--- config.mk ---
export PLATFORM = sky130hd
export DESIGN_NAME = bp_be_stride_detector_flat
export DESIGN_NICKNAME = d
export VERILOG_FILES = /design/src/rtl/bp_be_stride_detector_if.sv /design/src/rtl/bp_be_stride_detector.sv /design/src/flat_wrapper.sv
export SDC_FILE = /design/constraint.sdc
export NUM_CORES = 1
export LEC_CHECK = 0
export ABC_AREA = 1
export BUFFER_PORTS_ARGS = -buffer_cell sky130_fd_sc_hd__buf_4
export CORE_MARGIN = 2
export CORE_UTILIZATION = 37
export DETAILED_ROUTE_END_ITERATION = 16
export GPL_TIMING_DRIVEN = 1
export MAX_ROUTING_LAYER = met4
export PLACE_DENSITY = 0.52
export SLEW_MARGIN = 20
export SYNTH_ARGS = -nofsm -noshare
export SYNTH_HDL_FRONTEND = slang
export SYNTH_SLANG_ARGS = --single-unit
--- constraint.sdc ---
create_clock -name clk_i -period 6.8 [get_ports clk_i]
set_input_delay 0.34 -clock clk_i [delete_from_list [all_inputs] [get_ports clk_i]]
set_output_delay 0.34 -clock clk_i [all_outputs]
set_load 0.005 [all_outputs]
--- src/rtl/bp_be_stride_detector_if.sv ---
// Load-stream, iteration-count and prefetch-descriptor signals of the stride detector.
// slave is the detector side, master is the environment driving it.
interface bp_be_stride_detector_if #(
  parameter int unsigned vaddr_width_p  = 39,
  parameter int unsigned stride_width_p = 16,
  parameter int unsigned output_range_p = 8
) ();
  logic                      ld_v_i;
  logic [vaddr_width_p-1:0]  ld_pc_i;
  logic [vaddr_width_p-1:0]  ld_vaddr_i;
  logic                      start_discovery_o;
  logic                      confirm_discovery_o;
  logic [vaddr_width_p-1:0]  striding_pc_o;
  logic                      iter_v_i;
  logic [output_range_p-1:0] iter_count_i;
  logic                      iter_yumi_o;
  logic                      pf_v_o;
  logic                      pf_ready_i;
  logic [vaddr_width_p-1:0]  pf_pc_o;
  logic [vaddr_width_p-1:0]  pf_base_o;
  logic [stride_width_p-1:0] pf_stride_o;
  logic [output_range_p-1:0] pf_count_o;

  modport slave (
    input  ld_v_i, ld_pc_i, ld_vaddr_i, iter_v_i, iter_count_i, pf_ready_i,
    output start_discovery_o, confirm_discovery_o, striding_pc_o, iter_yumi_o,
           pf_v_o, pf_pc_o, pf_base_o, pf_stride_o, pf_count_o
  );

  modport master (
    output ld_v_i, ld_pc_i, ld_vaddr_i, iter_v_i, iter_count_i, pf_ready_i,
    input  start_discovery_o, confirm_discovery_o, striding_pc_o, iter_yumi_o,
           pf_v_o, pf_pc_o, pf_base_o, pf_stride_o, pf_count_o
  );
endinterface

--- src/rtl/bp_be_stride_detector.sv ---
// Per-PC constant-stride learner feeding loop-iteration inference, then emitting
// one prefetch descriptor per confirmed stream.
module bp_be_stride_detector #(
  parameter int unsigned vaddr_width_p    = 39,
  parameter int unsigned entries_p        = 4,
  parameter int unsigned stride_width_p   = 16,
  parameter int unsigned start_thresh_p   = 1,
  parameter int unsigned confirm_thresh_p = 3,
  parameter int unsigned output_range_p   = 8
) (
  input logic                     clk_i,
  input logic                     reset_n_i,
  bp_be_stride_detector_if.slave  io
);

  localparam int unsigned idx_w_lp = (entries_p > 1) ? $clog2(entries_p) : 1;
  localparam int unsigned ext_w_lp = vaddr_width_p - stride_width_p;

  typedef enum logic [1:0] {
    e_idle,
    e_discover,
    e_confirmed,
    e_emit
  } state_e;

  logic [entries_p-1:0]      v_q;
  logic [vaddr_width_p-1:0]  pc_q     [entries_p];
  logic [vaddr_width_p-1:0]  last_q   [entries_p];
  logic [stride_width_p-1:0] stride_q [entries_p];
  logic [1:0]                conf_q   [entries_p];
  logic [idx_w_lp-1:0]       rr_q;

  state_e                    state_q;
  logic [idx_w_lp-1:0]       track_q;
  logic                      start_q, confirm_q, pf_v_q;
  logic [vaddr_width_p-1:0]  striding_pc_q, pf_pc_q, pf_base_q;
  logic [stride_width_p-1:0] pf_stride_q;
  logic [output_range_p-1:0] pf_count_q;

  logic                      hit;
  logic [idx_w_lp-1:0]       hit_idx;
  logic [vaddr_width_p-1:0]  delta, hit_stride_ext, trk_stride_ext;
  logic                      delta_fits, same_stride;
  logic [1:0]                hit_conf_d;
  logic [stride_width_p-1:0] hit_stride_d;
  logic                      track_hit, track_evict;

  always_comb begin
    hit     = 1'b0;
    hit_idx = '0;
    for (int unsigned i = 0; i < entries_p; i++) begin
      if (!hit && v_q[i] && (pc_q[i] == io.ld_pc_i)) begin
        hit     = 1'b1;
        hit_idx = idx_w_lp'(i);
      end
    end
  end

  // A delta fits the stride field when every bit above it repeats its sign bit.
  always_comb begin
    delta          = io.ld_vaddr_i - last_q[hit_idx];
    hit_stride_ext = {{ext_w_lp{stride_q[hit_idx][stride_width_p-1]}}, stride_q[hit_idx]};
    trk_stride_ext = {{ext_w_lp{stride_q[track_q][stride_width_p-1]}}, stride_q[track_q]};
    delta_fits     = (&delta[vaddr_width_p-1:stride_width_p-1])
                   | ~(|delta[vaddr_width_p-1:stride_width_p-1]);
    same_stride    = delta_fits && (delta != '0) && (delta == hit_stride_ext);
    hit_stride_d   = delta_fits ? delta[stride_width_p-1:0] : '0;
    hit_conf_d     = '0;
    if (same_stride) begin
      hit_conf_d = (conf_q[hit_idx] == 2'd3) ? 2'd3 : conf_q[hit_idx] + 2'd1;
    end
  end

  assign track_hit   = io.ld_v_i && hit && (hit_idx == track_q);
  assign track_evict = io.ld_v_i && !hit && (rr_q == track_q);

  always_ff @(posedge clk_i or negedge reset_n_i) begin
    if (!reset_n_i) begin
      v_q  <= '0;
      rr_q <= '0;
      for (int unsigned i = 0; i < entries_p; i++) begin
        pc_q[i]     <= '0;
        last_q[i]   <= '0;
        stride_q[i] <= '0;
        conf_q[i]   <= '0;
      end
    end else if (io.ld_v_i) begin
      if (hit) begin
        last_q[hit_idx] <= io.ld_vaddr_i;
        conf_q[hit_idx] <= hit_conf_d;
        if (!same_stride) begin
          stride_q[hit_idx] <= hit_stride_d;
        end
      end else begin
        v_q[rr_q]      <= 1'b1;
        pc_q[rr_q]     <= io.ld_pc_i;
        last_q[rr_q]   <= io.ld_vaddr_i;
        stride_q[rr_q] <= '0;
        conf_q[rr_q]   <= '0;
        rr_q           <= rr_q + idx_w_lp'(1);
      end
    end
  end

  // Qualification reads the pre-update table, so a load coinciding with a
  // transition is judged against the state it arrived in.
  always_ff @(posedge clk_i or negedge reset_n_i) begin
    if (!reset_n_i) begin
      state_q       <= e_idle;
      track_q       <= '0;
      start_q       <= 1'b0;
      confirm_q     <= 1'b0;
      striding_pc_q <= '0;
      pf_v_q        <= 1'b0;
      pf_pc_q       <= '0;
      pf_base_q     <= '0;
      pf_stride_q   <= '0;
      pf_count_q    <= '0;
    end else begin
      start_q   <= 1'b0;
      confirm_q <= 1'b0;
      unique case (state_q)
        e_idle: begin
          if (io.ld_v_i && hit && (hit_conf_d == 2'(start_thresh_p))) begin
            state_q       <= e_discover;
            start_q       <= 1'b1;
            striding_pc_q <= io.ld_pc_i;
            track_q       <= hit_idx;
          end
        end
        e_discover: begin
          if (track_hit && (hit_conf_d == 2'(confirm_thresh_p))) begin
            state_q   <= e_confirmed;
            confirm_q <= 1'b1;
          end else if ((track_hit && (hit_conf_d == 2'd0)) || track_evict) begin
            state_q <= e_idle;
          end
        end
        e_confirmed: begin
          if (io.iter_v_i) begin
            if (io.iter_count_i == '0) begin
              state_q <= e_idle;
            end else begin
              state_q     <= e_emit;
              pf_v_q      <= 1'b1;
              pf_pc_q     <= striding_pc_q;
              pf_base_q   <= last_q[track_q] + trk_stride_ext;
              pf_stride_q <= stride_q[track_q];
              pf_count_q  <= io.iter_count_i;
            end
          end
        end
        e_emit: begin
          if (io.pf_ready_i) begin
            state_q <= e_idle;
            pf_v_q  <= 1'b0;
          end
        end
        default: state_q <= e_idle;
      endcase
    end
  end

  assign io.start_discovery_o   = start_q;
  assign io.confirm_discovery_o = confirm_q;
  assign io.striding_pc_o       = striding_pc_q;
  assign io.iter_yumi_o         = (state_q == e_confirmed) && io.iter_v_i;
  assign io.pf_v_o              = pf_v_q;
  assign io.pf_pc_o             = pf_pc_q;
  assign io.pf_base_o           = pf_base_q;
  assign io.pf_stride_o         = pf_stride_q;
  assign io.pf_count_o          = pf_count_q;

endmodule
--- src/flat_wrapper.sv ---
// flat-port wrapper written by rule: the top's interface ports become plain ports
module bp_be_stride_detector_flat 
#(
  parameter int unsigned vaddr_width_p    = 39,
  parameter int unsigned entries_p        = 4,
  parameter int unsigned stride_width_p   = 16,
  parameter int unsigned start_thresh_p   = 1,
  parameter int unsigned confirm_thresh_p = 3,
  parameter int unsigned output_range_p   = 8
)
  (clk_i, reset_n_i, io_ld_v_i, io_ld_pc_i, io_ld_vaddr_i, io_iter_v_i, io_iter_count_i, io_pf_ready_i, io_start_discovery_o, io_confirm_discovery_o, io_striding_pc_o, io_iter_yumi_o, io_pf_v_o, io_pf_pc_o, io_pf_base_o, io_pf_stride_o, io_pf_count_o);
  bp_be_stride_detector_if #(.vaddr_width_p(vaddr_width_p), .stride_width_p(stride_width_p), .output_range_p(output_range_p)) io_i ();
  input logic clk_i;
  input logic reset_n_i;
  input wire logic [$bits(io_i.ld_v_i)-1:0] io_ld_v_i;
  input wire logic [$bits(io_i.ld_pc_i)-1:0] io_ld_pc_i;
  input wire logic [$bits(io_i.ld_vaddr_i)-1:0] io_ld_vaddr_i;
  input wire logic [$bits(io_i.iter_v_i)-1:0] io_iter_v_i;
  input wire logic [$bits(io_i.iter_count_i)-1:0] io_iter_count_i;
  input wire logic [$bits(io_i.pf_ready_i)-1:0] io_pf_ready_i;
  output wire logic [$bits(io_i.start_discovery_o)-1:0] io_start_discovery_o;
  output wire logic [$bits(io_i.confirm_discovery_o)-1:0] io_confirm_discovery_o;
  output wire logic [$bits(io_i.striding_pc_o)-1:0] io_striding_pc_o;
  output wire logic [$bits(io_i.iter_yumi_o)-1:0] io_iter_yumi_o;
  output wire logic [$bits(io_i.pf_v_o)-1:0] io_pf_v_o;
  output wire logic [$bits(io_i.pf_pc_o)-1:0] io_pf_pc_o;
  output wire logic [$bits(io_i.pf_base_o)-1:0] io_pf_base_o;
  output wire logic [$bits(io_i.pf_stride_o)-1:0] io_pf_stride_o;
  output wire logic [$bits(io_i.pf_count_o)-1:0] io_pf_count_o;
  assign io_i.ld_v_i = io_ld_v_i;
  assign io_i.ld_pc_i = io_ld_pc_i;
  assign io_i.ld_vaddr_i = io_ld_vaddr_i;
  assign io_i.iter_v_i = io_iter_v_i;
  assign io_i.iter_count_i = io_iter_count_i;
  assign io_i.pf_ready_i = io_pf_ready_i;
  assign io_start_discovery_o = io_i.start_discovery_o;
  assign io_confirm_discovery_o = io_i.confirm_discovery_o;
  assign io_striding_pc_o = io_i.striding_pc_o;
  assign io_iter_yumi_o = io_i.iter_yumi_o;
  assign io_pf_v_o = io_i.pf_v_o;
  assign io_pf_pc_o = io_i.pf_pc_o;
  assign io_pf_base_o = io_i.pf_base_o;
  assign io_pf_stride_o = io_i.pf_stride_o;
  assign io_pf_count_o = io_i.pf_count_o;
  bp_be_stride_detector #(.vaddr_width_p(vaddr_width_p), .entries_p(entries_p), .stride_width_p(stride_width_p), .start_thresh_p(start_thresh_p), .confirm_thresh_p(confirm_thresh_p), .output_range_p(output_range_p)) u_core (.clk_i(clk_i), .reset_n_i(reset_n_i), .io(io_i));
endmodule
==> results.md, run 1 <==
* DR pass1 iterations at 5
* Buf+Inv Stages, Crit Path at 12
* Clock Latency Late Sink at about 0.64 ns
* Clock Root Buffer: clkbuf_16
* Mux contribution to synthesized area at 0%
* Max Slew Vio Count at 0
* Layout Nets at 5515
* Largest stage delay, worst path at about 0.56 ns
* Layout cells sized above 1 at 14.0%
* CP Max Fanout at 15
* Period utilization at 94.1%
* Sequential share of the synthesized area at 40.4%
* HPWL Detailed at 109000 µm
* CTS tree: done
* Largest net degree at the start of global routing at ~150
* CP delay by family, top: simple AND/OR/NAND/NOR gates
* EDFF count, synth at 0
* DRT iter0 DRCs at 3651
* Post-synthesis compound-gate area fraction at around 15%
* Worst VDD drop at 0.221 mV
* # rows at 110
* Synth Area in Adders at about 3.1%
* Die area at roughly 0.092 mm²
* PnR worst setup slack at roughly 0.4 ns
* Cell variety after synth at 58
* Post-synth top area cell: dfrtp_1
* H-Tree Depth at 3
* Worst min path class: primary input to flip-flop
* Simple-Gate Fraction of Synth Area at 30.7%
* Crit. End Element: flip-flop
* IO Port Bufs at 235
* Initial antenna violation count at 5
* Crit path launch type: primary input
* # Max-Cap Violations at 0
* GP Congestion at 1.00
* Die Wd at 304 µm
* Gr ovfl total at 0
* Synth area leaders: dfrtp_1 (40%), nand2_1 (18%), o21ai_0 (9.6%), inv_1 (5.7%), nor2_1 (4.7%)
* Height of the die at 304 µm
* Crit Path Category: primary input to flip-flop
* Total track usage at 31.1%
* Clock sinks at 538
* Pwr dens at 375 mW/mm²
* Filler cell count at 9247
* Fmax at around 0.16 GHz
* Wire per inst at roughly 21 µm
* Worst rel slew slack at 26.2%
* IO Pins at ~240
* DR vias/cell at about 5.3
* Slowest CP cell: dlygate4sd3_1
* Largest family of logic cells by synthesized area: simple AND/OR/NAND/NOR gates
* Post-Syn Area per Cell at 6.85 µm²
* CTS max path bufs at 3
* Dpl ws at 0.176 ns
* LEAKAGE at roughly 21 nW
* Clk slew on worst S/H paths at 0.05 ns
* Status: complete, no violations
* Final Hold Vio Count at 0
* CP Data Arrival Time at 6.91 ns
* Mapped Cells at 4865
* WL final at around 140000 µm
* Setup TNS at 0 ns
* Core footprint at 0.0896 mm²
* Remaining antenna violation count at 0
* Register bit count reported by yosys at 538
* Async SR Flop Fraction at 100%
* Post-synthesis net count at 5038
* Cell mode on critical path: nand2_1
* DR vias at 34600
* Worst Tran Pin Value at approximately 1.1 ns
* Final setup fails at 0
* Initial Util at between 30% and 40%
* Yosys warns at 0
* Cell Area, Synth at roughly 0.033 mm²
* First-pass GRT wire length at between 200000 and 250000 µm
* Area Growth Syn to Fin at 24.0%
* Main synth FF type: dfrtp_1
* Vias in the first global route at 32400
* DR DRC count at 0
* Required time worst endpoint at approximately 7.3 ns
* CTS buffer count at 69
* Post-Synth XOR/XNOR Area at 2.00%
* Synth top area share at between 40% and 50%
* Setup Skew at 0.0277 ns
* Minimum clock period after layout at 6.40 ns
## where the power goes
| part | internal, W | switching [W] | leakage, nW |
|---|---|---|---|
| registers | 0.00410 | 0.000690 | 6.95 |
| clock network | 0.00236 | 0.00152 | 1.16 |
| logic | 0.00249 | 0.00434 | 13.2 |
| total | 0.00894 | 0.00655 | 21.3 |
## worst min-delay path: cells and delay by family
| kind | cells | cell delay, ns |
|---|---|---|
| buf+inv | 1 | 0.17 |
| simple gates | 1 | 0.06 |
| compound gates | 1 | 0.06 |
## stage by stage
step	std cells	util, %	hold slack [ns]	cell area [µm²]	power [W]
2_1_floorplan	4865	-	0.0444	33300	0.00851
3_3_place_gp	6386	42.7	0.381	38300	0.0115
3_5_place_dp	6386	42.7	0.381	38300	0.0115
4_1_cts	6570	46.0	0.00385	41200	0.0154
5_1_grt	6574	46.1	0.0390	41300	0.0165
6_report	6575	46.1	0.0467	41300	0.0155
## cells by family (layout without fill, tap and decap cells)
| family | count (synthesis) | in the layout |
|---|---|---|
| AND/OR/NAND/NOR | 2481 | 2481 |
| AO/OA/AOI/OAI | 955 | 955 |
| buffers and inverters | 733 | 1264 |
| flip-flops | 538 | 538 |
| adder cells (fa/ha/maj) | 82 | 82 |
| XOR/XNOR | 76 | 76 |
| other | 0 | 3 |
## per-layer routing
metal	GRT usage, %	wire (µm)
met3	6.12	12100
met5	-	0
met1	46.9	69100
met4	6.58	2800
met2	42.5	57200
## sequential cells by signal, indices dropped and copies added (netlist names)
register and count:
u_core.conf_q 8, u_core.io.start_discovery_o 1, u_core.track_q 2, u_core.io.pf_pc_o 39
u_core.io.pf_base_o 39, u_core.io.pf_stride_o 16, u_core.stride_q 64, u_core.last_q 156
u_core.io.striding_pc_o 39, u_core.v_q 4, u_core.pc_q 156, u_core.io.confirm_discovery_o 1
u_core.io.pf_v_o 1, u_core.rr_q 2, u_core.state_q 2, u_core.io.pf_count_o 8
## cells in the mapped netlist, types with 6 or more instances
master and number:
nand2_1 1582, nand3_2 8, nor4_1 20, nand3_1 262, buf_1 14, dfrtp_1 538
inv_2 45, o221ai_1 15, clkbuf_1 133, buf_2 16, ha_1 80, a31oi_1 7
inv_1 506, a21oi_1 173, nor3_1 42, or2_2 17, buf_6 7, o21ai_0 639
nor2_1 414, xnor2_1 38, and2_1 20, a221oi_1 22, o22ai_1 12, o21ai_1 47
nor2_4 7, xor2_1 38, buf_4 6, nand4_1 83
## cell usage in the layout, fill, tap and decap left out, types with 71 or more instances in the layout
cell type / instances
a21oi_1: 170
buf_4: 506
clkbuf_16: 71
dfrtp_1: 537
ha_1: 80
inv_1: 503
nand2_1: 1577
nand3_1: 261
nand4_1: 83
nor2_1: 410
o21ai_0: 639
## path summary, 6_finish.rpt
kind,start,to,slack (ns),depth (start not counted)
setup / recovery,io_ld_pc_i[14],u_core.io.striding_pc_o[32],0.40,44
hold / removal,io_ld_pc_i[33],u_core.pc_q[111],0.05,3
setup reg to reg,u_core.pc_q[71],u_core.io.striding_pc_o[32],0.50,37
hold reg to reg,u_core.io.pf_stride_o[11],u_core.io.pf_stride_o[11],0.47,2
max in group asynchronous,reset_n_i,u_core.track_q[0],4.96,3
min in group asynchronous,reset_n_i,u_core.io.pf_count_o[5],0.28,2
## what timing repair did
action                     CTS  global route
setup endpoints to repair    0           108
hold buffers                59             0
hold endpoints to repair   139             0
gates resized for setup      0            10
buffers inserted             0             2
## layout make-up
| cell class | count | area, µm² | share of cell area [%] |
|---|---|---|---|
| diodes | 3 | 7.51 | 0.0182 |
| clock buffers | 107 | 2130 | 5.16 |
| clock inverters | 18 | 259 | 0.627 |
| inverters | 555 | 2090 | 5.05 |
| multi-input cells | 3594 | 17100 | 41.5 |
| flip-flops and latches | 538 | 13500 | 32.6 |
| well taps | 1176 | 1470 | 3.56 |
| repair buffers | 584 | 4760 | 11.5 |
Note: power is estimated with default switching activity, not from simulation.
==> inputs of run 2 (changes only) <==
- clock period: 6.8 -> 8.1 ns (I/O delays scaled with it)
==> results.md, run 2 (same netlist as run 1, synthesis figures left out) <==
* Status: complete, no violations
* Inst Count DP at 6163 (-3.5%)
* HPWL Detailed at 110000 µm (+1.5%)
* Dpl ws at 0.578 ns (+0.402 ns)
* Initial Util at 37.2% (unchanged)
* H-Tree Depth at 3 (unchanged)
* Pwr dens at 317 mW/mm² (-15%)
* DRT iter0 DRCs at 3964 (+8.6%)
* GP Congestion at 1.06 (+5.9%)
* Worst rel slew slack at 17.7% (-8.5 points)
* Period utilization at 93.9%
* Filler cell count at 9496 (+2.7%)
* CTS tree: done
* Max Slew Vio Count at 0 (unchanged)
* Minimum clock period after layout at 7.61 ns
* Required time worst endpoint at 8.63 ns (+1.32 ns)
* Setup TNS at 0 ns (unchanged)
* Die area at 0.0925 mm² (unchanged)
* Cell mode on critical path: nand2_1
* # rows at 110 (unchanged)
* Crit path launch type: flip-flop
* Commonest non-fill, non-tap cells in the layout: nand2_1 (1579), o21ai_0 (639), dfrtp_1 (537), inv_1 (503), nor2_1 (411)
* Gate power share at 41.9% (-2.2 points)
* P_sw at 0.00556 W (-15%)
* Final Hold Vio Count at 0 (unchanged)
* Total track usage at 31.5% (+0.44 points)
* Slowest CP cell: xnor2_1
* Area Growth Syn to Fin at 17.0%
* Final setup fails at 0 (unchanged)
* First-pass GRT wire length at 213000 µm (+0.82%)
* CP Max Fanout at 65 (+50)
* Layout Nets at 5253 (-4.8%)
* Clock Latency Late Sink at 0.65 ns (about the same)
* Gr ovfl total at 0 (unchanged)
* DR pass1 iterations at 6 (+1)
* Initial antenna violation count at 6 (+1)
* # Max-Cap Violations at 0 (unchanged)
* Remaining antenna violation count at 0 (unchanged)
* Worst Tran Pin Value at 1.23 ns (+0.127 ns)
* Worst min path class: primary input to flip-flop
* Largest stage delay, worst path at 0.60 ns (+0.04 ns)
* Clk slew on worst S/H paths at 0.06 ns (about the same)
* Multi-input logic area at 0.0171 mm² (-0.25%)
* Setup Skew at 0.0268 ns (-0.000872 ns)
* LEAKAGE at 20.0 nW (-6.2%)
* PnR worst setup slack at 0.494 ns (+0.0897 ns)
* Vias in the first global route at 31400 (-3.1%)
* Net switching fraction of the power at 45.0% (+2.7 points)
* Clk pwr share at 25.4% (+0.4 points)
* CTS max path bufs at 3 (unchanged)
* Wire per inst at 22.8 µm (+6.4%)
* DR vias/cell at 5.41 (+2.8%)
* Clock Root Buffer: clkbuf_16
* Total chip power at 0.0124 W (-20%)
* CP Data Arrival Time at 8.14 ns (+1.23 ns)
* Unrepaired setup endpoints after global routing: no
* IO Port Bufs at 235 (unchanged)
* CTS buffer count at 69 (unchanged)
* Layout Cells excl Fill at 6317 (-3.9%)
* Sequential Area at 0.0135 mm² (unchanged)
* Largest net degree at the start of global routing at 150 (+2.7%)
* Internal Pwr Total at 0.00681 W (-24%)
* IO Pins at 236 (unchanged)
* Layout cells sized above 1 at 10.2% (-3.8 points)
* Height of the die at 304 µm (unchanged)
* Worst VDD drop at 0.179 mV (-19%)
* Fmax at 0.131 GHz
* Core footprint at 0.0896 mm² (unchanged)
* WL final at 144000 µm (+2.2%)
* Clock sinks at 538 (unchanged)
* Commonest non-fill, non-tap cell in the layout: nand2_1
* Biggest regs: u_core.last_q: 156 flops, u_core.pc_q: 156 flops, u_core.stride_q: 64 flops
* Flop pwr share at 32.7% (+1.8 points)
* Die Wd at 304 µm (unchanged)
* DR vias at 34200 (-1.2%)
* DR DRC count at 0 (unchanged)
* Crit. End Element: flip-flop
* Crit Path Category: flip-flop to flip-flop
## run 2: cell types whose count changed in the layout (fill, tap and decap cells not counted), sizes merged
cell,before,now
clkinv,7,26
dlygate4sd3,59,22
clkbuf,107,95
bufinv,5,3
clkinvlp,4,3
inv,557,554
buf,525,300
diode,3,6
## run 2: worst max-delay path: cells and delay by family (launching register included)
kind / cells / cell delay (ns)
fa+ha+maj: 1 / 0.40
xor+xnor: 2 / 1.02
buf+inv: 6 / 1.32
flops: 1 / 0.41
compound gates: 8 / 1.40
simple gates: 20 / 2.87
## run 2: worst paths after layout
kind                       slack, ns  cells after the start                         end             startpoint
max in group asynchronous       6.19                      3           u_core.track_q[0]              reset_n_i
hold reg to reg                 0.47                      2       u_core.io.pf_pc_o[15]  u_core.io.pf_pc_o[15]
min in group asynchronous       0.33                      2     u_core.io.pf_count_o[5]              reset_n_i
hold / removal                  0.03                      3           u_core.last_q[66]      io_ld_vaddr_i[27]
setup / recovery                0.49                     37  u_core.io.striding_pc_o[1]       u_core.pc_q[114]
setup reg to reg                0.49                     37  u_core.io.striding_pc_o[1]       u_core.pc_q[114]
## run 2: per-layer routing
metal	up-vias	GRT usage, %	routed length, µm
met5	-	-	0
met4	0	8.21	3390
met3	173	5.87	12600
met2	1448	42.3	57400
met1	16300	47.9	70800
li1	16200	-	-
## run 2: area by class of cell
type / count / share of cell area [%]
timing repair buffer: 322 / 6.55
clock inverter: 31 / 0.847
clock buffer: 95 / 5.09
inverter: 555 / 5.36
tap: 1176 / 3.77
sequential: 538 / 34.5
multi-input combinational: 3594 / 43.8
antenna: 6 / 0.0385
## run 2: per-stage QoR
stage          utilization, %  area, µm²  hold WS [ns]
2_1_floorplan               -      33300         0.109
3_3_place_gp             40.7      36400         0.448
3_5_place_dp             40.7      36400         0.446
4_1_cts                  43.5      39000       0.00115
5_1_grt                  43.5      39000        0.0254
6_report                 43.5      39000        0.0303
## run 2: repair_timing
action | in CTS | in global routing
setup buffers | 0 | 0
hold buffers | 22 | 0
gates resized for setup | 0 | 0
hold endpoints to repair | 98 | 0
## run 2: power groups by stage
stage,Combinational [W],Sequential [W],Clock [W]
floorplan,0.00329,0.00385,0
global placement,0.00506,0.00406,0
detailed placement,0.00507,0.00405,0
CTS,0.00509,0.00402,0.00320
global route,0.00575,0.00413,0.00331
finish,0.00518,0.00405,0.00315
